==> src/rtl/dct4x4_core.sv <==
// 4x4 integer forward transform Y = C*X*C^T: four row passes, four column passes, four output beats.
// Define DCT_BLOCK_COUNT_EN to add the block_count output (completed-block counter).
module dct4x4_core (
   input  logic         clk,
   input  logic         rst,
   input  logic [127:0] residual_flat,
   input  logic [1:0]   mode,
   input  logic         residual_ready,
   output logic         DCT_busy,
   output logic [63:0]  coeff_flat,
   output logic [1:0]   coeff_row,
   output logic [1:0]   coeff_mode,
   output logic         coeff_valid,
   input  logic         coeff_ready,
   output logic         coeff_last
`ifdef DCT_BLOCK_COUNT_EN
   ,
   output logic [15:0]  block_count
`endif
);

   typedef enum logic [1:0] {IDLE, ROW, COL, OUT} state_t;
   typedef logic [3:0][15:0] vec4_t;

   state_t       state_q, state_d;
   logic [1:0]   cnt_q, cnt_d;
   logic [127:0] x_q, x_d;
   logic [255:0] t_q, t_d;
   logic [255:0] y_q, y_d;
   logic [1:0]   mode_q, mode_d;
   logic [1:0]   row_q, row_d;
   logic         valid_q, valid_d;
   logic         last_q, last_d;
`ifdef DCT_BLOCK_COUNT_EN
   logic [15:0]  bc_q, bc_d;
`endif

   int    cnt_i;
   vec4_t row_res;
   vec4_t col_res;

   // Butterfly form of one 1-D pass; 16-bit signed is ample for both passes.
   function automatic vec4_t dct1d(input logic signed [15:0] a0,
                                   input logic signed [15:0] a1,
                                   input logic signed [15:0] a2,
                                   input logic signed [15:0] a3);
      logic signed [15:0] s03, d03, s12, d12;
      vec4_t v;
      s03  = a0 + a3;
      d03  = a0 - a3;
      s12  = a1 + a2;
      d12  = a1 - a2;
      v[0] = s03 + s12;
      v[1] = (d03 <<< 1) + d12;
      v[2] = s03 - s12;
      v[3] = d03 - (d12 <<< 1);
      return v;
   endfunction

   function automatic logic signed [15:0] sx8(input logic [7:0] v);
      return {{8{v[7]}}, v};
   endfunction

   assign cnt_i = int'(cnt_q);

   always_comb begin
      row_res = dct1d(sx8(x_q[8*(4*cnt_i+0) +: 8]),
                      sx8(x_q[8*(4*cnt_i+1) +: 8]),
                      sx8(x_q[8*(4*cnt_i+2) +: 8]),
                      sx8(x_q[8*(4*cnt_i+3) +: 8]));
      col_res = dct1d(t_q[16*(0+cnt_i) +: 16],
                      t_q[16*(4+cnt_i) +: 16],
                      t_q[16*(8+cnt_i) +: 16],
                      t_q[16*(12+cnt_i) +: 16]);
   end

   always_comb begin
      state_d = state_q;
      cnt_d   = cnt_q;
      x_d     = x_q;
      t_d     = t_q;
      y_d     = y_q;
      mode_d  = mode_q;
      row_d   = row_q;
      valid_d = valid_q;
      last_d  = last_q;
`ifdef DCT_BLOCK_COUNT_EN
      bc_d    = bc_q;
`endif
      unique case (state_q)
         IDLE: begin
            if (residual_ready) begin
               x_d     = residual_flat;
               mode_d  = mode;
               cnt_d   = 2'd0;
               state_d = ROW;
            end
         end
         ROW: begin
            for (int j = 0; j < 4; j++)
               t_d[16*(4*cnt_i+j) +: 16] = row_res[j];
            cnt_d = cnt_q + 2'd1;
            if (cnt_q == 2'd3) state_d = COL;
         end
         COL: begin
            for (int i = 0; i < 4; i++)
               y_d[16*(4*i+cnt_i) +: 16] = col_res[i];
            cnt_d = cnt_q + 2'd1;
            if (cnt_q == 2'd3) begin
               state_d = OUT;
               valid_d = 1'b1;
               row_d   = 2'd0;
               last_d  = 1'b0;
            end
         end
         OUT: begin
            if (coeff_ready) begin
               if (row_q == 2'd3) begin
                  state_d = IDLE;
                  valid_d = 1'b0;
                  last_d  = 1'b0;
                  row_d   = 2'd0;
`ifdef DCT_BLOCK_COUNT_EN
                  bc_d    = bc_q + 16'd1;
`endif
               end else begin
                  row_d  = row_q + 2'd1;
                  last_d = (row_q == 2'd2);
               end
            end
         end
         default: state_d = IDLE;
      endcase
   end

   always_ff @(posedge clk or posedge rst) begin
      if (rst) begin
         state_q <= IDLE;
         cnt_q   <= '0;
         x_q     <= '0;
         t_q     <= '0;
         y_q     <= '0;
         mode_q  <= '0;
         row_q   <= '0;
         valid_q <= 1'b0;
         last_q  <= 1'b0;
`ifdef DCT_BLOCK_COUNT_EN
         bc_q    <= '0;
`endif
      end else begin
         state_q <= state_d;
         cnt_q   <= cnt_d;
         x_q     <= x_d;
         t_q     <= t_d;
         y_q     <= y_d;
         mode_q  <= mode_d;
         row_q   <= row_d;
         valid_q <= valid_d;
         last_q  <= last_d;
`ifdef DCT_BLOCK_COUNT_EN
         bc_q    <= bc_d;
`endif
      end
   end

   assign DCT_busy    = (state_q != IDLE);
   assign coeff_flat  = y_q[64*int'(row_q) +: 64];
   assign coeff_row   = row_q;
   assign coeff_mode  = mode_q;
   assign coeff_valid = valid_q;
   assign coeff_last  = last_q;
`ifdef DCT_BLOCK_COUNT_EN
   assign block_count = bc_q;
`endif

endmodule

==> config.mk <==
export PLATFORM = sky130hd
export DESIGN_NAME = dct4x4_core
export DESIGN_NICKNAME = d
export VERILOG_FILES = /design/src/rtl/dct4x4_core.sv
export SDC_FILE = /design/constraint.sdc
export NUM_CORES = 2
export LEC_CHECK = 0
export BUFFER_PORTS_ARGS = -buffer_cell sky130_fd_sc_hd__buf_2
export CORE_AREA = 3 3 272 274
export DETAILED_ROUTE_END_ITERATION = 10
export DIE_AREA = 0 0 275 277
export PLACE_DENSITY_LB_ADDON = 0.05
export SLEW_MARGIN = 20
export SYNTH_ARGS = -nofsm -noshare
export SYNTH_HDL_FRONTEND = slang
export SYNTH_SLANG_ARGS = --single-unit
==> constraint.sdc <==
create_clock -name clk -period 22.2 [get_ports clk]
set_input_delay 1.11 -clock clk [delete_from_list [all_inputs] [get_ports clk]]
set_output_delay 1.11 -clock clk [all_outputs]
set_load 0.02 [all_outputs]
==> results.cfg <==
[floorplanning]
die_w_microns = 275
io_pins = 205
die_y_microns = 277
dieArea_sq_mm = 0.0762
core-area_sq_mm = 0.0716
rows = 98
initial_utilization_pct = 44.8

[timing]
period_needed_ps = 7010
rsz0062_at_grt = false
setup_viol = 0
slew_headroom_pct = 22.9
fmax_ghz = 0.143
drv_slew = 0
hold_viol = 0
fin_skew_ps = 25.1
fin_setup_tns_ps = 0
period_share_pct = 31.6
tightest_slew_ps = 1150

[synthesis]
syn-num-nets = 3239
ys.flop_type = dfrtp_1
ys_async_sr_fraction_pct = 100
syn_area_sq_mm = 0.0321
synth-seq-cells = 562
yosysSeqAreaShare_pct = 43.8
syn_avg_cell_area_sq_um = 11.1
synthCells = 2905
synth.distinct_cells = 83
synth_edf_count = 0
ys_warn_count = 0

[final_layout]
area_growth_pct = 13.2
final_cell_mix = 558 x dfrtp_1, 241 x nor2_1, 221 x nand2_1
multi_input_area_sq_mm = 0.0168
layout-drive-gt1-share_pct = 22.0
nFillCells = 6447
finalNetCount = 3381
seqCellArea_sq_mm = 0.0141
mostFrequentLayoutCell = dfrtp_1

[detailed_routing]
wirelength_mm = 105
vias = 24300
avgViaCountPerCell = 6.01
drtIter0Drc = 2159
firstDrtPassIters = 5
ant_nets = 0
drc = 0
wire_per_inst_microns = 26.0

[outcome]
outcome = finished clean

[setup_path]
worstPathRequired_ps = 22630
startpoint = cnt_q[0]
cp-endpoint = y_q[126]
cp-end-kind = flop
startpoint_type = flop
cp.arrival_ps = 7440
rrSetupSlack_ps = 15190
cp_max_fo = 49
r2r-end = y_q[126]
worstSetupPathType = flop to flop
crit-reg2reg-launch = cnt_q[0]
r2r_cells = 19

[cts]
post_cts_buffers = 0
cts_hold_buf = 0
clock_path_buffers = 3
cts.repair.resized = 0
cts_tree = built
clk_pin_slew_ps = 60
cts_sinks = 562
cts_made_buffers = 67
clkLatencyLatePin_ps = 610
htreeDepth = 3
cts_root_buf = clkbuf_16

[global_routing]
grt-busiest-layer = met2
antenna_found_initial = 3
grt_pass1_vias = 24800
grt_start_max_net_pins = 131
grtUsageMet2_pct = 47.3
gr-total-overflow = 0
grt_usage_pct = 27.6
grt_pass1_wl_mm = 159
use_met3_pct = 3.23
use_met1_pct = 35.2

[placement]
io_buffers = 204
dpl.hpwl_mm = 75.7
gp_congestion = 0.876

[run]
drv_cap = 0

[min_path]
hold_path_class = flop to flop
[per-stage QoR]
step	cell area [sq um]	std cells	hold WS (ps)	setup slack [ps]	util, %
detailed placement	34100	3927	460	15270	47.6
finish	36400	4045	473	15190	50.8
floorplan	32100	2905	434	5370	-
global placement	34100	3927	447	15460	47.6
global route	36400	4044	490	14800	50.8
CTS	36300	4042	478	15250	50.7
[cells in the mapped netlist, types with 97 or more instances]
master / n / area, sq um
a21oi_1: 105 / 526
a22o_1: 194 / 1700
clkbuf_1: 158 / 593
dfrtp_1: 562 / 14100
ha_1: 184 / 2300
inv_1: 161 / 604
mux2_2: 131 / 1480
mux4_2: 140 / 3150
nand2_1: 226 / 848
nor2_1: 246 / 923
o21ai_0: 160 / 801
xnor2_1: 97 / 850
[how the worst min path moves through the flow]
stage / from / end / cells after the start / slack [ps]
after CTS: y_q[192] / y_q[192] / 2 / 480
after global placement: y_q[242] / y_q[242] / 2 / 450
after detailed placement: t_q[64] / t_q[64] / 2 / 460
after floorplan: y_q[242] / y_q[242] / 2 / 430
final: t_q[99] / t_q[99] / 2 / 470
after global routing: y_q[192] / y_q[192] / 2 / 490
[final cells by class]
| cell class | instances | area share (%) |
|---|---|---|
| Antenna cell | 2 | 0.0138 |
| Sequential cell | 562 | 38.7 |
| Clock buffer | 94 | 5.42 |
| Multi-Input combinational cell | 1991 | 46.1 |
| Clock inverter | 21 | 0.685 |
| Tap cell | 950 | 3.27 |
| Inverter | 165 | 1.72 |
| Timing Repair Buffer | 260 | 4.03 |
[flip-flops by register name, summed over array words and instances (netlist names)]
register	cells
coeff_row	2
x_q	128
coeff_valid	1
state_q	2
cnt_q	2
t_q	168
y_q	256
coeff_mode	2
coeff_last	1
[per-layer routing]
| metal | up-vias | wire [microns] |
|---|---|---|
| li1 | 10900 | - |
| met1 | 12500 | 42300 |
| met2 | 775 | 52800 |
| met3 | 182 | 5070 |
| met4 | 2 | 4910 |
| met5 | - | 13 |
[cell families after synthesis]
| kind of cell | share of synthesized area [%] |
|---|---|
| AOI/OAI and AO/OA | 17.5 |
| and+or+nand+nor | 8.11 |
| DFF | 43.8 |
| buffers and inverters | 4.17 |
| muxes | 14.5 |
| adders and majority gates | 8.17 |
| xor gates and xnor gates | 3.75 |
[worst max-delay path, stage by stage, from the launching register on]
cell and delay, ps:
dfrtp_4 910, buf_4 840, mux4_2 620, inv_1 70
ha_1 170, inv_1 60, fa_1 420, a211oi_1 230
nor2_1 110, o31a_1 290, o221ai_2 240, a21boi_0 460
ha_1 370, nand3_1 120, inv_1 80, a41oi_1 300
a311o_1 310, nor4bb_1 80, a311oi_1 840, o211ai_1 240
Power is not shown: default switching activity piles up to over one toggle a cycle in this logic, so the estimate is an artifact.
